<file path="config.mk">
export PLATFORM = sky130hd
export DESIGN_NAME = key_digit_scanner
export DESIGN_NICKNAME = d
export VERILOG_FILES = /design/src/rtl/key_digit_scanner.sv
export SDC_FILE = /design/constraint.sdc
export NUM_CORES = 1
export LEC_CHECK = 0
export CAP_MARGIN = 0
export CORE_UTILIZATION = 40
export DETAILED_ROUTE_END_ITERATION = 10
export MAX_ROUTING_LAYER = met4
export PLACE_DENSITY = 0.69
export SLEW_MARGIN = 20
export SYNTH_ARGS = -nofsm -noshare
export SYNTH_HDL_FRONTEND = slang
export SYNTH_SLANG_ARGS = --single-unit
</file>
<file path="constraint.sdc">
create_clock -name clock -period 6.5 [get_ports clock]
set_input_delay 1.625 -clock clock [delete_from_list [all_inputs] [get_ports clock]]
set_output_delay 1.625 -clock clock [all_outputs]
set_load 0.005 [all_outputs]
</file>
<file path="src/rtl/key_digit_scanner.sv">
// Debounced single-key entry into a four-digit shift register, shown on a
// continuously multiplexed hex seven-segment display with leading blanking.
module key_digit_scanner #(
    parameter int DEBOUNCE_CYCLES = 4,
    parameter int SCAN_CYCLES     = 4
) (
    input  logic        clock,
    input  logic        reset,
    input  logic [15:0] in,
    input  logic        clear,
    output logic [6:0]  display,
    output logic [3:0]  digit_en,
    output logic        key_valid,
    output logic [3:0]  key_code
);

    typedef enum logic [1:0] {IDLE, CONFIRM, HELD, RELEASE} state_t;

    localparam logic [7:0]  DEB       = 8'(DEBOUNCE_CYCLES);
    localparam logic [15:0] SCAN_LAST = 16'(SCAN_CYCLES - 1);

    state_t          state, state_nxt;
    logic [7:0]      cnt, cnt_nxt;
    logic [3:0]      cand, cand_nxt;
    logic            accept;
    logic            single;
    logic [3:0]      code;
    logic [3:0][3:0] digits;
    logic [2:0]      count;
    logic [15:0]     timer;
    logic [1:0]      idx, idx_nxt;
    logic            wrap;

    function automatic logic [3:0] enc16(input logic [15:0] v);
        enc16 = 4'h0;
        for (int i = 0; i < 16; i++)
            if (v[i]) enc16 = 4'(i);
    endfunction

    // Segment bits are {g,f,e,d,c,b,a}, active-high.
    function automatic logic [6:0] seg7(input logic [3:0] h);
        case (h)
            4'h0: seg7 = 7'h3F;
            4'h1: seg7 = 7'h06;
            4'h2: seg7 = 7'h5B;
            4'h3: seg7 = 7'h4F;
            4'h4: seg7 = 7'h66;
            4'h5: seg7 = 7'h6D;
            4'h6: seg7 = 7'h7D;
            4'h7: seg7 = 7'h07;
            4'h8: seg7 = 7'h7F;
            4'h9: seg7 = 7'h6F;
            4'hA: seg7 = 7'h77;
            4'hB: seg7 = 7'h7C;
            4'hC: seg7 = 7'h39;
            4'hD: seg7 = 7'h5E;
            4'hE: seg7 = 7'h79;
            default: seg7 = 7'h71;
        endcase
    endfunction

    assign single = (in != 16'h0) && ((in & (in - 16'd1)) == 16'h0);
    assign code   = enc16(in);

    always_comb begin
        state_nxt = state;
        cnt_nxt   = cnt;
        cand_nxt  = cand;
        accept    = 1'b0;
        case (state)
            IDLE: begin
                if (single) begin
                    state_nxt = CONFIRM;
                    cnt_nxt   = 8'd1;
                    cand_nxt  = code;
                end
            end
            CONFIRM: begin
                if (single && code == cand) begin
                    if (cnt + 8'd1 == DEB) begin
                        state_nxt = HELD;
                        cnt_nxt   = 8'd0;
                        accept    = 1'b1;
                    end else begin
                        cnt_nxt = cnt + 8'd1;
                    end
                end else begin
                    state_nxt = IDLE;
                    cnt_nxt   = 8'd0;
                end
            end
            HELD: begin
                if (in == 16'h0) begin
                    state_nxt = RELEASE;
                    cnt_nxt   = 8'd1;
                end
            end
            RELEASE: begin
                // Any activity during release re-arms HELD without a new key.
                if (in != 16'h0) begin
                    state_nxt = HELD;
                    cnt_nxt   = 8'd0;
                end else if (cnt + 8'd1 == DEB) begin
                    state_nxt = IDLE;
                    cnt_nxt   = 8'd0;
                end else begin
                    cnt_nxt = cnt + 8'd1;
                end
            end
            default: begin
                state_nxt = IDLE;
                cnt_nxt   = 8'd0;
            end
        endcase
    end

    always_ff @(posedge clock) begin
        if (reset) begin
            state     <= IDLE;
            cnt       <= 8'd0;
            cand      <= 4'h0;
            key_valid <= 1'b0;
            key_code  <= 4'h0;
        end else begin
            state     <= state_nxt;
            cnt       <= cnt_nxt;
            cand      <= cand_nxt;
            key_valid <= accept;
            if (accept) key_code <= cand;
        end
    end

    always_ff @(posedge clock) begin
        if (reset || clear) begin
            digits <= '0;
            count  <= 3'd0;
        end else if (accept) begin
            digits <= {digits[2:0], cand};
            if (count != 3'd4) count <= count + 3'd1;
        end
    end

    assign wrap    = (timer == SCAN_LAST);
    assign idx_nxt = wrap ? idx + 2'd1 : idx;

    // Select and segments both come from idx_nxt so they always name the same digit.
    always_ff @(posedge clock) begin
        if (reset) begin
            timer    <= 16'd0;
            idx      <= 2'd0;
            digit_en <= 4'b0001;
            display  <= 7'h00;
        end else begin
            timer    <= wrap ? 16'd0 : timer + 16'd1;
            idx      <= idx_nxt;
            digit_en <= 4'b0001 << idx_nxt;
            display  <= ({1'b0, idx_nxt} < count) ? seg7(digits[idx_nxt]) : 7'h00;
        end
    end

endmodule

</file>
==> out/summary.txt <==
Placer congestion estimate = 0.806
Synth Cell Area = 3570 µm²
TritonCTS clock tree = built
Pins Over Slew Limit = 0
Maxcap violations = 0
Pleak = 1.44 nW
Vias/cell = 5.37
Worst Tran Pin Value = 0.855 ns
Clock Tree Root = clkbuf_8
Status = finished clean
Clock insertion delay at the later pin of the skew report = 0.35 ns
Clock Sinks = 67
Hold buffers post-CTS = 0
Multi-input gate area = 2080 µm²
Ratio of cells with drive above 1 in the final layout = 0.0794
Row cnt = 34
Clk pin slew, worst setup/hold paths = 0.07 ns
DR vias = 2950
Tcrit/Tclk final = 0.726
CP top delay family = compound AO/OA/AOI/OAI gates
Maximum VDD drop = 0.0000993 V
CP max stage delay = 0.66 ns
Ant. Diodes = 0
Final Non-Filler Cells = 549
Post-route cell area = 4140 µm²
Skew final = 0.00611 ns
Total power = 786 µW
Detailed Route WL = 7110 µm
Highest-count cells in the layout ignoring fill and taps = dfxtp_1, nor2_1, clkdlybuf4s50_1, nand2_1, mux2i_1
Power Dens Cells = 190 nW/µm²
Top achievable clock speed = 0.212 GHz
Post-CTS sizing = 0
Post-route ant nets = 0
GRT Max-Usage Layer = met2
Syn-to-layout area delta = 16.0%
Worst Setup Path Type = in2reg
Setup Buffers After CTS = 0
RSZ-0062 raised after global routing = false
Worst EP required = 6.71 ns
Cell variety after synth = 58
Register area = 1340 µm²
Crit path buf inv count = 2
First-pass GRT wire length = 11800 µm
Core area = 8680 µm²
Die Wd = 96.5 µm
Final Hold Viols = 0
IO buf count = 34
Final net count = 467
Total Die Area = 9310 µm²
CP Capture Type = flip-flop
Slew Limit Headroom = 0.426
Initial Util = 0.411
Dpl ws = 1.44 ns
Largest net degree at the start of global routing = 27
GR Util met1 = 0.223
# fillers = 856
Syn_nets = 439
Number of flops mapped to enable cells by yosys = 0
Routed WL per cell = 13.0 µm
Worst Path Arrival = 4.93 ns
Post-DP HPWL = 5070 µm
Syn. warnings = 0
Synth Register Bits = 67
DIE HEIGHT = 96.5 µm
Commonest non-fill, non-tap cell in the layout = dfxtp_1
Drt first-iter violations = 178
Critical path peak fanout = 26
Routing usage on met2 = 0.249
Hold slack = 0.463 ns
Final Setup Violations = 0
TritonRoute pass-1 iters = 4
Top Ports = 35
Clock buffer depth = 2
Main synth FF type = dfxtp_1
Num CTS Buffers = 9
Worst setup margin = 1.78 ns
Hold/Removal Path Class = reg2reg
CP max-delay cell = nor4_1
Async SR Flop Fraction = 0
Period minus WS final = 4.72 ns
Initial antenna violation count = 0
Placed Cells incl. Taps = 533
Grt total ovfl = 0
Crit-path cells = clkdlybuf4s50_1, nor4_1, a41oi_1, a211oi_1, o2111ai_1, a2111o_1, nor3_4, buf_4, mux2i_1, nor2_1
Syn_area_per_cell = 8.75 µm²
Sequential-to-total area share from yosys stat = 0.376
Syn Inst Count = 408
Util after Layout = 0.477
Final TNS setup = 0 ns
Overall Global Routing Usage = 0.169
H-tree depth = 3
Met3 usage = 0.0368
Vias in the first global route = 2537
CP Launch Type = primary input
Area after DPL = 3960 µm²
DRC = 0
-- cell families (layout without fill, tap and decap cells) --
group,Yosys count,after routing,synth area share
simple gates,167,167,0.229
buf+inv,33,66,0.0414
compound gates,78,78,0.147
mux,33,33,0.121
flops,67,67,0.376
xor+xnor,17,17,0.0417
fa+ha+maj,13,13,0.0449
-- layer usage --
metal,wire (µm),share of wire,vias up
met5,0,0,-
met4,131,0.018,0
met3,276,0.039,10
met2,3190,0.45,48
met1,3520,0.49,1364
li1,-,-,1528
-- sequential cells by signal, indices dropped and copies added (netlist names) --
| signal | count |
|---|---|
| timer | 16 |
| digit_en | 4 |
| display | 7 |
| count | 3 |
| idx | 2 |
| cnt | 8 |
| cand | 4 |
| key_valid | 1 |
| state | 2 |
| key_code | 4 |
| digits | 16 |
-- layout make-up --
cell class	instances	share of cell area
clock buffers	10	0.0332
clock inverters	6	0.00997
inverters	15	0.0136
multi-input cells	308	0.503
flip-flops and latches	67	0.324
well taps	108	0.0326
repair buffers	35	0.0840
-- power by group --
part / internal [mW] / switching (mW) / leakage, nW
logic: 0.0253 / 0.0301 / 0.807
registers: 0.414 / 0.00380 / 0.540
clock network: 0.148 / 0.164 / 0.0960
total: 0.588 / 0.198 / 1.44
-- cells in the mapped netlist (all sizes together) (2+ instances only) --
| library cell | instances | share of area |
|---|---|---|
| mux4 | 8 | 0.050 |
| a311oi | 2 | 0.0049 |
| mux2i | 23 | 0.064 |
| dfxtp | 67 | 0.38 |
| a21oi | 18 | 0.026 |
| ha | 12 | 0.042 |
| nand2 | 33 | 0.035 |
| and2 | 3 | 0.0053 |
| o21ai | 20 | 0.028 |
| nor2b | 5 | 0.0088 |
| nand3 | 15 | 0.022 |
| a221oi | 5 | 0.012 |
| nand2b | 3 | 0.0053 |
| or3 | 5 | 0.0088 |
| a21o | 3 | 0.0063 |
| xnor2 | 9 | 0.022 |
| o41ai | 2 | 0.0049 |
| or2 | 4 | 0.0070 |
| a211oi | 6 | 0.013 |
| buf | 5 | 0.012 |
| o221ai | 3 | 0.0074 |
| clkbuf | 13 | 0.014 |
| nor2 | 61 | 0.065 |
| o2111ai | 2 | 0.0049 |
| mux2 | 2 | 0.0063 |
| nor4 | 9 | 0.018 |
| nor3 | 13 | 0.021 |
| o31ai | 4 | 0.0084 |
| or4 | 2 | 0.0042 |
| xor2 | 8 | 0.020 |
| inv | 15 | 0.016 |
| nor4b | 2 | 0.0049 |
| o211ai | 3 | 0.0063 |
| and3 | 8 | 0.014 |
-- path summary, 6_finish.rpt --
path,from,end,slack [ns],cells past startpoint
setup / recovery,in[2],key_code[3],1.78,10
hold / removal,timer[0],timer[0],0.46,1
setup reg to reg,timer[0],display[6],3.05,10
hold reg to reg,timer[0],timer[0],0.46,1
Note: power is estimated with default switching activity, not from simulation.
